### src/rtl/stream_demux4.sv
// rtl/stream_demux4.sv - one-deep per-lane stream demultiplexer with unicast/broadcast
// routing and saturating per-lane completed-transfer counters.
module stream_demux4 #(
  parameter int DATA_W = 8,
  parameter int CNT_W  = 16
) (
  input  logic                clk,
  input  logic                rst,
  input  logic [DATA_W-1:0]   in_data,
  input  logic [1:0]          in_sel,
  input  logic                in_bcast,
  input  logic                in_valid,
  output logic                in_ready,
  output logic [4*DATA_W-1:0] out_data,
  output logic [3:0]          out_valid,
  input  logic [3:0]          out_ready,
  input  logic                cnt_clr,
  output logic [4*CNT_W-1:0]  out_cnt
);

  logic [3:0][DATA_W-1:0] data_q, data_d;
  logic [3:0]             valid_q, valid_d;
  logic [3:0][CNT_W-1:0]  cnt_q, cnt_d;

  logic [3:0] slot_free;
  logic [3:0] load;
  logic [3:0] drain;
  logic       accept;

  // A slot can take a new word if it is empty or its current word leaves this cycle.
  assign slot_free = ~valid_q | out_ready;
  assign drain     = valid_q & out_ready;

  always_comb begin
    in_ready = 1'b0;
    if (!rst) begin
      in_ready = in_bcast ? (&slot_free) : slot_free[in_sel];
    end
  end

  assign accept = in_valid & in_ready;

  always_comb begin
    load = 4'b0000;
    for (int i = 0; i < 4; i++) begin
      load[i] = accept & (in_bcast | (in_sel == 2'(i)));
    end
  end

  always_comb begin
    data_d  = data_q;
    valid_d = valid_q;
    cnt_d   = cnt_q;
    for (int i = 0; i < 4; i++) begin
      if (load[i]) begin
        data_d[i]  = in_data;
        valid_d[i] = 1'b1;
      end else if (drain[i]) begin
        valid_d[i] = 1'b0;
      end
      // Clear wins over a coincident transfer; the count sticks at all-ones.
      if (cnt_clr) begin
        cnt_d[i] = '0;
      end else if (drain[i] && (cnt_q[i] != {CNT_W{1'b1}})) begin
        cnt_d[i] = cnt_q[i] + CNT_W'(1);
      end
    end
  end

  always_ff @(posedge clk) begin
    if (rst) begin
      data_q  <= '0;
      valid_q <= 4'b0000;
      cnt_q   <= '0;
    end else begin
      data_q  <= data_d;
      valid_q <= valid_d;
      cnt_q   <= cnt_d;
    end
  end

  assign out_data  = data_q;
  assign out_valid = valid_q;
  assign out_cnt   = cnt_q;

endmodule

### config.mk
export PLATFORM = sky130hd
export DESIGN_NAME = stream_demux4
export DESIGN_NICKNAME = d
export VERILOG_FILES = /design/src/rtl/stream_demux4.sv
export SDC_FILE = /design/constraint.sdc
export NUM_CORES = 1
export LEC_CHECK = 0
export CORE_ASPECT_RATIO = 1.2
export CORE_MARGIN = 1
export CORE_UTILIZATION = 40
export CTS_CLUSTER_SIZE = 14
export DETAILED_ROUTE_END_ITERATION = 16
export GPL_TIMING_DRIVEN = 1
export HOLD_SLACK_MARGIN = 0.02
export PLACE_DENSITY = 0.68
export SLEW_MARGIN = 30
export SYNTH_ARGS = -nofsm -noshare
export SYNTH_HDL_FRONTEND = slang
export SYNTH_SLANG_ARGS = --single-unit
### constraint.sdc
create_clock -name clk -period 3.4 [get_ports clk]
set_input_delay 0.34 -clock clk [delete_from_list [all_inputs] [get_ports clk]]
set_output_delay 0.34 -clock clk [all_outputs]
set_load 0.03 [all_outputs]
# Word level (Yosys, flattened, before mapping)

Index checks and enable logic that the tools add are counted.

Add/sub/neg operators: 4
Multipliers: 0
Div/mod/pow operators: 0
$lt $le $gt $ge: 1
Eq/ne operators: 7
Shift operators: 0
Mux-type cells: 12
Bitwise operators: 12
Reductions and logical operators: 11

Operators by type and width:

| kind                  | count |
|---|---|
| $add 16x1->16 const B | 4 |
| $ne 16x16->1 const B  | 4 |
| $mux 1                | 11 |
| $reduce_bool 2->1     | 4 |
| $and 1x1->1           | 5 |
| $and 4x4->4           | 1 |
| $eq 2x2->1 const B    | 2 |
| $logic_and 1x1->1     | 4 |
| $not 4->4             | 1 |
| $or 1x1->1            | 4 |
| $or 4x4->4            | 1 |
| $reduce_and 4->1      | 1 |
| $lt 2x3->1 const B    | 1 |
| $bmux 1 s2            | 1 |
| $eq 2x1->1 const B    | 1 |
| $logic_not 2->1       | 1 |
| $reduce_or 2->1       | 1 |

Register bits after elaboration: 100
Latch bits: 0
Memory bits (writable): 0
Memory bits (read-only): 0
Output and inout bits: 101
Word-level logic and storage cells: 59
Memories kept: 0

# Longest topological paths before layout

Gate-level depths: netlist (run 1).

Depth in word-level cells: 9
Mapped depth: 7
Gate-level depth less buffers: 6

# Least setup slack after synthesis (run 1)

Ideal clock, no wire load.

Path type: register -> register
Start: reg cnt_q, in the netlist out_cnt[16]
End: reg cnt_q, in the netlist out_cnt[16]
Arrival: 1,924 ps
Data required time: 3,272 ps
Slack: 1,348 ps
Stages on the path, launching flop included: 8
Buffers on the path: 1
Period minus slack after synthesis: 2,052 ps
Cell sequence: dfxtp_1 ha_1 nand3_1 or3_1 buf_6 o41ai_4 xor2_1 nor2_1

Word-level cells in the longest chain between the ends: 2

Ends and longest elaborated chain:

| item                                                                  | line | text |
|---|---|---|
| start: declaration                                                    | 23   | `logic [3:0][CNT_W-1:0] cnt_q, cnt_d;` |
| start signal: assignment                                              | 78   | `cnt_q <= cnt_d;` |
| parallel branches: the longest is 2 deep, another holds $add 16x1->16 | -    |  |

Parallel ways; which one is timed is not known.
A chain may end at the register's enable or synchronous reset.

# Worst setup path in the final report (run 1)

Start: in rst
End: out in_ready

Word-level cells in the longest chain between the ends: 1

Ends and longest elaborated chain:

| item               | line | text |
|---|---|---|
| start: declaration | 8    | `input logic rst,` |
| $mux 1             | 36   | `if (!rst) begin` |
| end: declaration   | 13   | `output logic in_ready,` |

No other way between the ends.

==> reports/results.txt, run 1 <==
Run status -> completed
Max Cap Viol -> 0
Remaining global-route overflow -> 0
DR WL/cell -> 15.37 µm
Hold Buf Count CTS -> 0
Via density -> 5.482
Routability Congestion -> 0.8454
WS Path Type -> input pin to output port
CTS tree -> done
Routed wire length -> 11890 µm
Final Slew Violations -> 0
Num rows -> 41
Share of cells above drive strength 1 -> 0.04186
Most area-consuming cells after synthesis -> dfxtp_1 (45%), nor2_1 (6.7%), nand3_1 (4.6%)
NetSw -> 583.0 µW
Leak -> 0.002039 µW
CP required -> 3.06 ns
Met2 Track Usage GR -> 0.3398
Clock transition at path regs -> 0.06 ns
Initial Util -> 0.4178
Post-Synthesis Cell Area -> 4479 µm²
Hold slack -> 0.4784 ns
Crit path DAT -> 2.09 ns
Worst min-delay path category -> register to register
Post-Synthesis Cells -> 523
TritonCTS buffer count -> 9
Ys async rst share -> 0
Final Cycle Share -> 0.7143
Final Util -> 0.5634
Worst Skew -> 0.005213 ns
Warnings from Yosys -> 0
Post-synth top area share -> 0.4469
Core ar. -> 10720 µm²
Post-synth EDFFs -> 0
Cell area power density -> 390.3 nW/µm²
RSZ-0062 raised after global routing -> no
Tightest Pin Transition -> 0.6355 ns
Die Y -> 117.9 µm
Clock Power Share -> 0.388
Clk sinks -> 100
Design Power -> 2358 µW
# diodes -> 0
Sequential area share after synthesis -> 0.4469
DR pass1 iterations -> 5
Worst Setup Start Kind -> input pin
Critical path endpoint category -> output port
Final worst slack -> 0.9715 ns
I/O pins -> 120
CP max FO -> 10
Logic gate share of total power -> 0.100
Global Route met3 Usage -> 0.07185
Setup Viol. Count Final -> 0
Post-synth net total -> 546
Global-route wire length before repair -> 19440 µm
Clk Latency, worst-skew pair -> 0.34 ns
Most numerous cell in the Yosys netlist -> dfxtp_1
IO buf count -> 119
H-tree levels -> 3
Largest net degree at the start of global routing -> 32
Yosys cell types -> 51
Die W -> 98.60 µm
Nets -> 664
Die Footprint -> 11630 µm²
Net Sw Frac -> 0.2472
Clk root buf -> clkbuf_16
First DRT Iteration DRCs -> 172
Post-CTS Resized -> 0
DP HPWL -> 8716 µm
Met1 Use GR -> 0.2488
Area Growth Syn to Fin -> 34.86%
GRT busiest layer -> met2
Relative slew slack -> 0.5724
Top cells by count, synth -> dfxtp_1 (100), nor2_1 (80), nand3_1 (41), a21oi_1 (32), o21ai_0 (30)
Setup TNS -> 0 ns
Syn_area_per_cell -> 8.565 µm²
Number of nets still failing antenna checks after routing -> 0
Minimum clock period -> 2.428 ns
Synth Flop Type -> dfxtp_1
GRT Overall Usage -> 0.2075
Pint -> 1775 µW
Seq pwr share -> 0.512
Area leader, netlist -> dfxtp_1
Fmax achieved -> 0.4118 GHz
Max IR drop VDD -> 0.0002498 V
Yosys reg bits -> 100
Initial antenna violation count -> 0
# DRC -> 0
Number of global-route vias before repair -> 3981
Clk buf depth -> 2
Setup WS pre-CTS -> 0.9825 ns
Vias -> 4243
Postcts setup bufs -> 0
Count of final hold-check violations -> 0
[sequential cells by signal, indices dropped and copies added (netlist names)]
register   flops
out_cnt       64
out_data      32
out_valid      4
[power groups by stage]
stage / clock (µW) / sequential, µW / combinational [µW]
after floorplan: 0 / 1280 / 89.4
after global placement: 0 / 1230 / 231
after detailed placement: 0 / 1230 / 234
after CTS: 934 / 1210 / 235
after global routing: 980 / 1210 / 252
final: 914 / 1210 / 235
[routing by layer]
metal / routed length [µm] / share of wire
met1: 5130 / 0.43
met3: 881 / 0.074
met4: 226 / 0.019
met5: 0 / 0
met2: 5655 / 0.48
[path summary, 6_finish.rpt]
kind	startpoint	end	slack (ns)	cells past startpoint
setup / recovery	rst	in_ready	0.97	5
hold / removal	out_data[9]$_SDFFE_PP0P_	out_data[9]$_SDFFE_PP0P_	0.48	2
setup reg to reg	out_cnt[16]$_SDFFE_PP0P_	out_cnt[16]$_SDFFE_PP0P_	1.30	6
hold reg to reg	out_data[9]$_SDFFE_PP0P_	out_data[9]$_SDFFE_PP0P_	0.48	2
[stage by stage]
stage	area [µm²]	instances
4_1_cts	6041	774
5_1_grt	6041	774
2_1_floorplan	4479	523
3_5_place_dp	5789	759
3_3_place_gp	5789	759
6_report	6041	774
[cells by family after synthesis]
family,share of synthesized area
XOR/XNOR,0.08017
multiplexers,0.04022
adder cells (fa/ha/maj),0.01117
AND/OR/NAND/NOR,0.2763
buffers and inverters,0.02318
flip-flops,0.4469
AO/OA/AOI/OAI,0.1221
[critical path, stage by stage]
cell	delay, ns
clkdlybuf4s50_1	0.60
o2bb2ai_1	0.38
nand3_1	0.33
inv_2	0.24
buf_4	0.19
[area by class of cell]
type,instances,area (µm²)
Fill cell,995,4681
Multi-Input combinational cell,398,2374
Tap cell,129,161.4
Timing Repair Buffer,123,1219
Clock inverter,3,15.01
Clock buffer,12,236.5
Sequential cell,100,2002
Inverter,9,33.78
[layout by cell type (no fill, tap or decap), types with 6 or more instances in the layout]
cell type / Yosys / layout
inv_1: 8 / 8
and4_1: 6 / 6
and2_1: 6 / 6
nand3_1: 41 / 41
nand4_1: 25 / 25
xor2_1: 21 / 21
o21ai_0: 30 / 30
clkdlybuf4s50_1: 0 / 118
or3_1: 6 / 6
nor3_1: 14 / 14
nand2b_1: 6 / 6
nor2_1: 80 / 80
dfxtp_1: 100 / 100
xnor2_1: 20 / 20
clkbuf_16: 0 / 9
a21oi_1: 32 / 32
nor4_1: 7 / 7
nand2_1: 29 / 29
mux2i_1: 18 / 18
and3_1: 11 / 11
(Power assumes the default switching activity.)
==> run 2, diff against run 1 <==
clock period = 2.5 ns   (was 3.4 ns; I/O delays follow)
==> reports/results.txt, run 2 (same netlist as run 1, synthesis figures left out) <==
Relative slew slack -> 0.5497 (-0.02269)
Fin area -> 6111 µm² (+1.2%)
Hold Buf Count CTS -> 0 (unchanged)
Routed wire length -> 11480 µm (-3.5%)
Initial Util -> 0.4178 (unchanged)
H-tree levels -> 3 (unchanged)
WS Path Type -> input pin to output port
Clk buf depth -> 2 (unchanged)
GRT Overall Usage -> 0.2027 (-0.004806)
Core ar. -> 10720 µm² (unchanged)
Largest net degree at the start of global routing -> 55 (+72%)
Die Footprint -> 11630 µm² (unchanged)
Setup Viol. Count Final -> 0 (unchanged)
Minimum clock period -> 2.277 ns
Postcts setup bufs -> 0 (unchanged)
Leak -> 0.002065 µW (+1.3%)
Worst Skew -> 0.007900 ns (+0.002687 ns)
Post-CTS Resized -> 0 (unchanged)
Die W -> 98.60 µm (unchanged)
Max reg flops -> 64 (unchanged)
Area Growth Syn to Fin -> 36.42%
Worst Setup Start Kind -> input pin
Remaining global-route overflow -> 0 (unchanged)
Clk root buf -> clkbuf_16
# diodes -> 0 (unchanged)
Nets -> 665 (+0.15%)
Share of cells above drive strength 1 -> 0.04651 (+0.004651)
Die Y -> 117.9 µm (unchanged)
# DRC -> 0 (unchanged)
CP required -> 2.25 ns (-0.81 ns)
Critical path endpoint category -> output port
Num rows -> 41 (unchanged)
Vias -> 4236 (-0.16%)
Initial antenna violation count -> 0 (unchanged)
First DRT Iteration DRCs -> 165 (-4.1%)
Max IR drop VDD -> 0.0004735 V (+90%)
CP max FO -> 10 (unchanged)
Number of nets still failing antenna checks after routing -> 0 (unchanged)
Global-route wire length before repair -> 19330 µm (-0.61%)
Final Slew Violations -> 0 (unchanged)
TritonCTS buffer count -> 9 (unchanged)
Run status -> completed
Reg area -> 2002 µm² (unchanged)
Final Cycle Share -> 0.9108
Placed cell areas -> 5797 µm² (+0.13%)
Setup TNS -> 0 ns (unchanged)
DP HPWL -> 8460 µm (-2.9%)
Tightest Pin Transition -> 0.6736 ns (+0.03814 ns)
Worst min-delay path category -> register to register
CTS tree -> done
RSZ-0062 raised after global routing -> no
Multi-input gate area -> 2374 µm² (unchanged)
Clk Latency, worst-skew pair -> 0.33 ns (about the same)
Via density -> 5.473 (-0.16%)
Fmax achieved -> 0.4392 GHz
Commonest non-fill, non-tap cell in the layout -> clkdlybuf4s50_1
IO buf count -> 119 (unchanged)
Routability Congestion -> 0.8465 (+0.13%)
FILL cells -> 958 (-3.7%)
DR WL/cell -> 14.83 µm (-3.5%)
Max Cap Viol -> 0 (unchanged)
Number of global-route vias before repair -> 3994 (+0.33%)
DR pass1 iterations -> 5 (unchanged)
I/O pins -> 120 (unchanged)
Clock transition at path regs -> 0.06 ns (about the same)
Cell area power density -> 558.9 nW/µm² (+43%)
Crit path DAT -> 2.03 ns (-0.06 ns)
Count of final hold-check violations -> 0 (unchanged)
Clk sinks -> 100 (unchanged)
Commonest cells after routing, fill and taps aside -> clkdlybuf4s50_1 (118), dfxtp_1 (100), nor2_1 (80)
-- run 2: through the flow --
stage	setup slack [ns]	power, µW	hold WS (ns)	util	instances
after CTS	0.2579	3458	0.4786	0.5700	774
after floorplan	0.4483	1857	0.3939	-	523
after detailed placement	0.2674	1994	0.4689	0.5407	760
after global routing	0.05212	3553	0.5094	0.5700	774
after global placement	0.3590	1991	0.4673	0.5407	760
final	0.2229	3415	0.4802	0.5700	774
-- run 2: worst paths after layout --
| kind | slack, ns | end | from | depth (start not counted) |
|---|---|---|---|---|
| min reg2reg | 0.48 | out_data[13]$_SDFFE_PP0P_ | out_data[13]$_SDFFE_PP0P_ | 2 |
| min | 0.48 | out_data[13]$_SDFFE_PP0P_ | out_data[13]$_SDFFE_PP0P_ | 2 |
| max reg2reg | 0.42 | out_cnt[0]$_SDFFE_PP0P_ | out_cnt[0]$_SDFFE_PP0P_ | 6 |
| max | 0.22 | in_ready | in_sel[1] | 6 |
-- run 2: critical path, cell delays in order --
cell and delay (ns):
clkdlybuf4s50_1 0.45, a21oi_1 0.28, a2bb2oi_1 0.30, nand3_1 0.31, inv_2 0.24, buf_4 0.19
-- run 2: area by class of cell --
class,instances,area share
flip-flops and latches,100,0.3276
clock inverters,4,0.01229
repair buffers,124,0.2007
inverters,9,0.005528
multi-input cells,398,0.3884
well taps,129,0.02641
clock buffers,10,0.03911
-- run 2: metal layers --
layer / part of all wire / global-route usage
met3: 0.062 / 0.06354
met2: 0.48 / 0.3407
met4: 0.015 / 0.05970
met5: 0 / 0
met1: 0.44 / 0.2469
-- run 2: where the power goes --
group / switching, µW / total (µW) / internal, µW
registers: 21.2 / 1640 / 1620
clock network: 562 / 1450 / 893
logic: 191 / 316 / 125
total: 774 / 3420 / 2640
==> run 3, diff against run 2 <==
--- a/config.mk
+++ b/config.mk
@@ -7,2 +7,3 @@
 export LEC_CHECK = 0
+export ABC_AREA = 1
 export CORE_ASPECT_RATIO = 1.2
@@ -14,3 +15,3 @@
 export HOLD_SLACK_MARGIN = 0.02
-export PLACE_DENSITY = 0.68
+export PLACE_DENSITY = 0.65
 export SLEW_MARGIN = 30
--- a/constraint.sdc
+++ b/constraint.sdc
@@ -3,2 +3,2 @@
 set_output_delay 0.25 -clock clk [all_outputs]
-set_load 0.03 [all_outputs]
+set_load 0.01 [all_outputs]
==> reports/results.txt, run 3 <==
Share of cells above drive strength 1 -> 0.06821 (+0.02169)
Num rows -> 46 (+12%)
Post-route insts no fill -> 1121 (+45%)
Sequential area share after synthesis -> 0.3630 (-0.08395)
Post-CTS Resized -> 0 (unchanged)
R2r worst-path depth -> 8 (+2)
Post-synth net total -> 857 (+57%)
Syn_area_per_cell -> 6.613 µm² (-23%)
Hold Buf Count CTS -> 0 (unchanged)
Global Route met3 Usage -> 0.06151 (-0.002031)
R2r startpoint -> out_cnt[16]$_SDFFE_PP0P_
Post-Place Cells -> 1107 (+46%)
Cell count of the worst hold path -> 2 (unchanged)
Post-Synthesis Cells -> 834 (+59%)
Post-synth top area share -> 0.3630 (-0.08395)
First DRT Iteration DRCs -> 277 (+68%)
Yosys reg bits -> 100 (unchanged)
Die Y -> 130.6 µm (+11%)
Number of nets still failing antenna checks after routing -> 0 (unchanged)
Final Slew Violations -> 0 (unchanged)
DR WL/cell -> 12.60 µm (-15%)
Final Cycle Share -> 0.8728 (-0.03807)
Core ar. -> 13350 µm² (+25%)
Most area-consuming cells after synthesis -> dfxtp_1 (36%), nand2_1 (18%), inv_1 (7.5%)
Max IR drop VDD -> 0.0004150 V (-12%)
CTS tree -> done
RSZ-0062 raised after global routing -> no
Setup WS pre-CTS -> 0.3371 ns (+0.06972 ns)
TritonCTS buffer count -> 9 (unchanged)
Clk buf depth -> 2 (unchanged)
IO buf count -> 119 (unchanged)
Relative slew slack -> 0.5834 (+0.03368)
Top cells by count, synth -> nand2_1 (260), inv_1 (110), nor2_1 (107), dfxtp_1 (100), nand4_1 (39)
Remaining global-route overflow -> 0 (unchanged)
Critical path endpoint category -> output port
Design Power -> 3325 µW (-2.6%)
Max Cap Viol -> 0 (unchanged)
Worst hold path startpoint -> out_cnt[61]$_SDFFE_PP0P_
WS Path Type -> input pin to output port
Die W -> 109.2 µm (+11%)
Worst min-delay path category -> register to register
CP max FO -> 10 (unchanged)
Initial Util -> 0.4130 (-0.004742)
Cell area power density -> 465.9 nW/µm² (-17%)
Postcts setup bufs -> 0 (unchanged)
GRT Overall Usage -> 0.2037 (+0.001027)
Number of global-route vias before repair -> 4882 (+22%)
Setup Viol. Count Final -> 0 (unchanged)
Global-route wire length before repair -> 22990 µm (+19%)
Hold EP -> out_cnt[61]$_SDFFE_PP0P_
Synth Flop Type -> dfxtp_1
Count of final hold-check violations -> 0 (unchanged)
DR pass1 iterations -> 8 (+3)
Routability Congestion -> 0.9207 (+8.8%)
Area Growth Syn to Fin -> 29.42%
Setup TNS -> 0 ns (unchanged)
I/O pins -> 120 (unchanged)
Initial antenna violation count -> 0 (unchanged)
Die Footprint -> 14260 µm² (+23%)
Run status -> completed
Max reg flops -> 64 (unchanged)
# DRC -> 0 (unchanged)
Most numerous cell in the Yosys netlist -> nand2_1
Clk sinks -> 100 (unchanged)
Tightest Pin Transition -> 0.6229 ns (-0.05071 ns)
Routed wire length -> 14120 µm (+23%)
Worst Setup Start Kind -> input pin
Post-Synthesis Cell Area -> 5515 µm² (+23%)
Ys async rst share -> 0 (unchanged)
Largest net degree at the start of global routing -> 33 (-40%)
Crit path DAT -> 1.93 ns (-0.10 ns)
Commonest cells after routing, fill and taps aside -> nand2_1 (260), clkdlybuf4s50_1 (119), inv_1 (110)
Yosys cell types -> 29 (-43%)
Area leader, netlist -> dfxtp_1
Nets -> 973 (+46%)
Via density -> 4.826 (-12%)
# diodes -> 0 (unchanged)
DP HPWL -> 10340 µm (+22%)
Critical R2R Capture -> out_cnt[17]$_SDFFE_PP0P_
Fmax achieved -> 0.4583 GHz (+4.4%)
Commonest non-fill, non-tap cell in the layout -> nand2_1
Reg-to-reg setup timing slack -> 0.45 ns (+0.03 ns)
Clock transition at path regs -> 0.07 ns (about the same)
Met2 Track Usage GR -> 0.3518 (+0.01116)
GRT busiest layer -> met2
Warnings from Yosys -> 0 (unchanged)
Leak -> 0.002728 µW (+32%)
Worst Skew -> 0.009655 ns (+0.001755 ns)
Met1 Use GR -> 0.2410 (-0.005925)
Post-synth EDFFs -> 0 (unchanged)
H-tree levels -> 3 (unchanged)
Minimum clock period -> 2.182 ns (-0.09518 ns)
Clk root buf -> clkbuf_16
CP required -> 2.25 ns (about the same)
Final worst slack -> 0.3181 ns (+0.09518 ns)
Vias -> 5410 (+28%)
Clk Latency, worst-skew pair -> 0.34 ns (about the same)
-- run 3: final cells by class --
type	instances	area [µm²]
Timing Repair Buffer	129	1279
Fill cell	1368	6215
Sequential cell	100	2002
Inverter	115	431.7
Tap cell	168	210.2
Clock inverter	2	12.51
Multi-Input combinational cell	595	2957
Clock buffer	12	246.5
-- run 3: critical path: stages --
cell and delay (ns):
clkdlybuf4s50_1 0.52, inv_1 0.05, nand2_1 0.07, nand2_2 0.14, nand2_1 0.13, nand3_1 0.08
nor2_2 0.13, clkdlybuf4s50_1 0.55
-- run 3: worst max-delay path by stage --
stage / startpoint / endpoint / slack [ns] / cells past startpoint
global placement: in_sel[1] / in_ready / 0.34 / 8
finish: in_sel[0] / in_ready / 0.32 / 8
floorplan: out_cnt[48]$_SDFFE_PP0P_ / out_cnt[59]$_SDFFE_PP0P_ / 0.77 / 9
detailed placement: in_sel[0] / in_ready / 0.34 / 8
global route: in_sel[1] / in_ready / 0.22 / 8
CTS: in_sel[0] / in_ready / 0.32 / 8
-- run 3: cell families after synthesis --
| group | synth area share |
|---|---|
| AO/OA/AOI/OAI | 0.09120 |
| XOR/XNOR | 0.06828 |
| adder cells (fa/ha/maj) | 0.009075 |
| buffers and inverters | 0.1010 |
| flip-flops | 0.3630 |
| AND/OR/NAND/NOR | 0.3675 |
-- run 3: power breakdown --
group | internal (µW) | total, µW | switching, µW
clock | 691 | 1280 | 586
combinational | 165 | 389 | 224
sequential | 1630 | 1660 | 25.9
total | 2490 | 3330 | 835
-- run 3: stage by stage --
step	hold WS [ns]	utilization	cell area, µm²
2_1_floorplan	0.3191	-	5515
3_3_place_gp	0.4920	0.5152	6879
3_5_place_dp	0.4930	0.5152	6879
4_1_cts	0.5036	0.5346	7138
5_1_grt	0.5207	0.5346	7138
6_report	0.4990	0.5346	7138
-- run 3: routing by layer --
| layer | part of all wire | routed length [µm] | vias up |
|---|---|---|---|
| met4 | 0.015 | 215 | 0 |
| met3 | 0.064 | 901 | 17 |
| met5 | 0 | 0 | - |
| met2 | 0.48 | 6781 | 150 |
| met1 | 0.44 | 6220 | 2396 |
| li1 | - | - | 2847 |
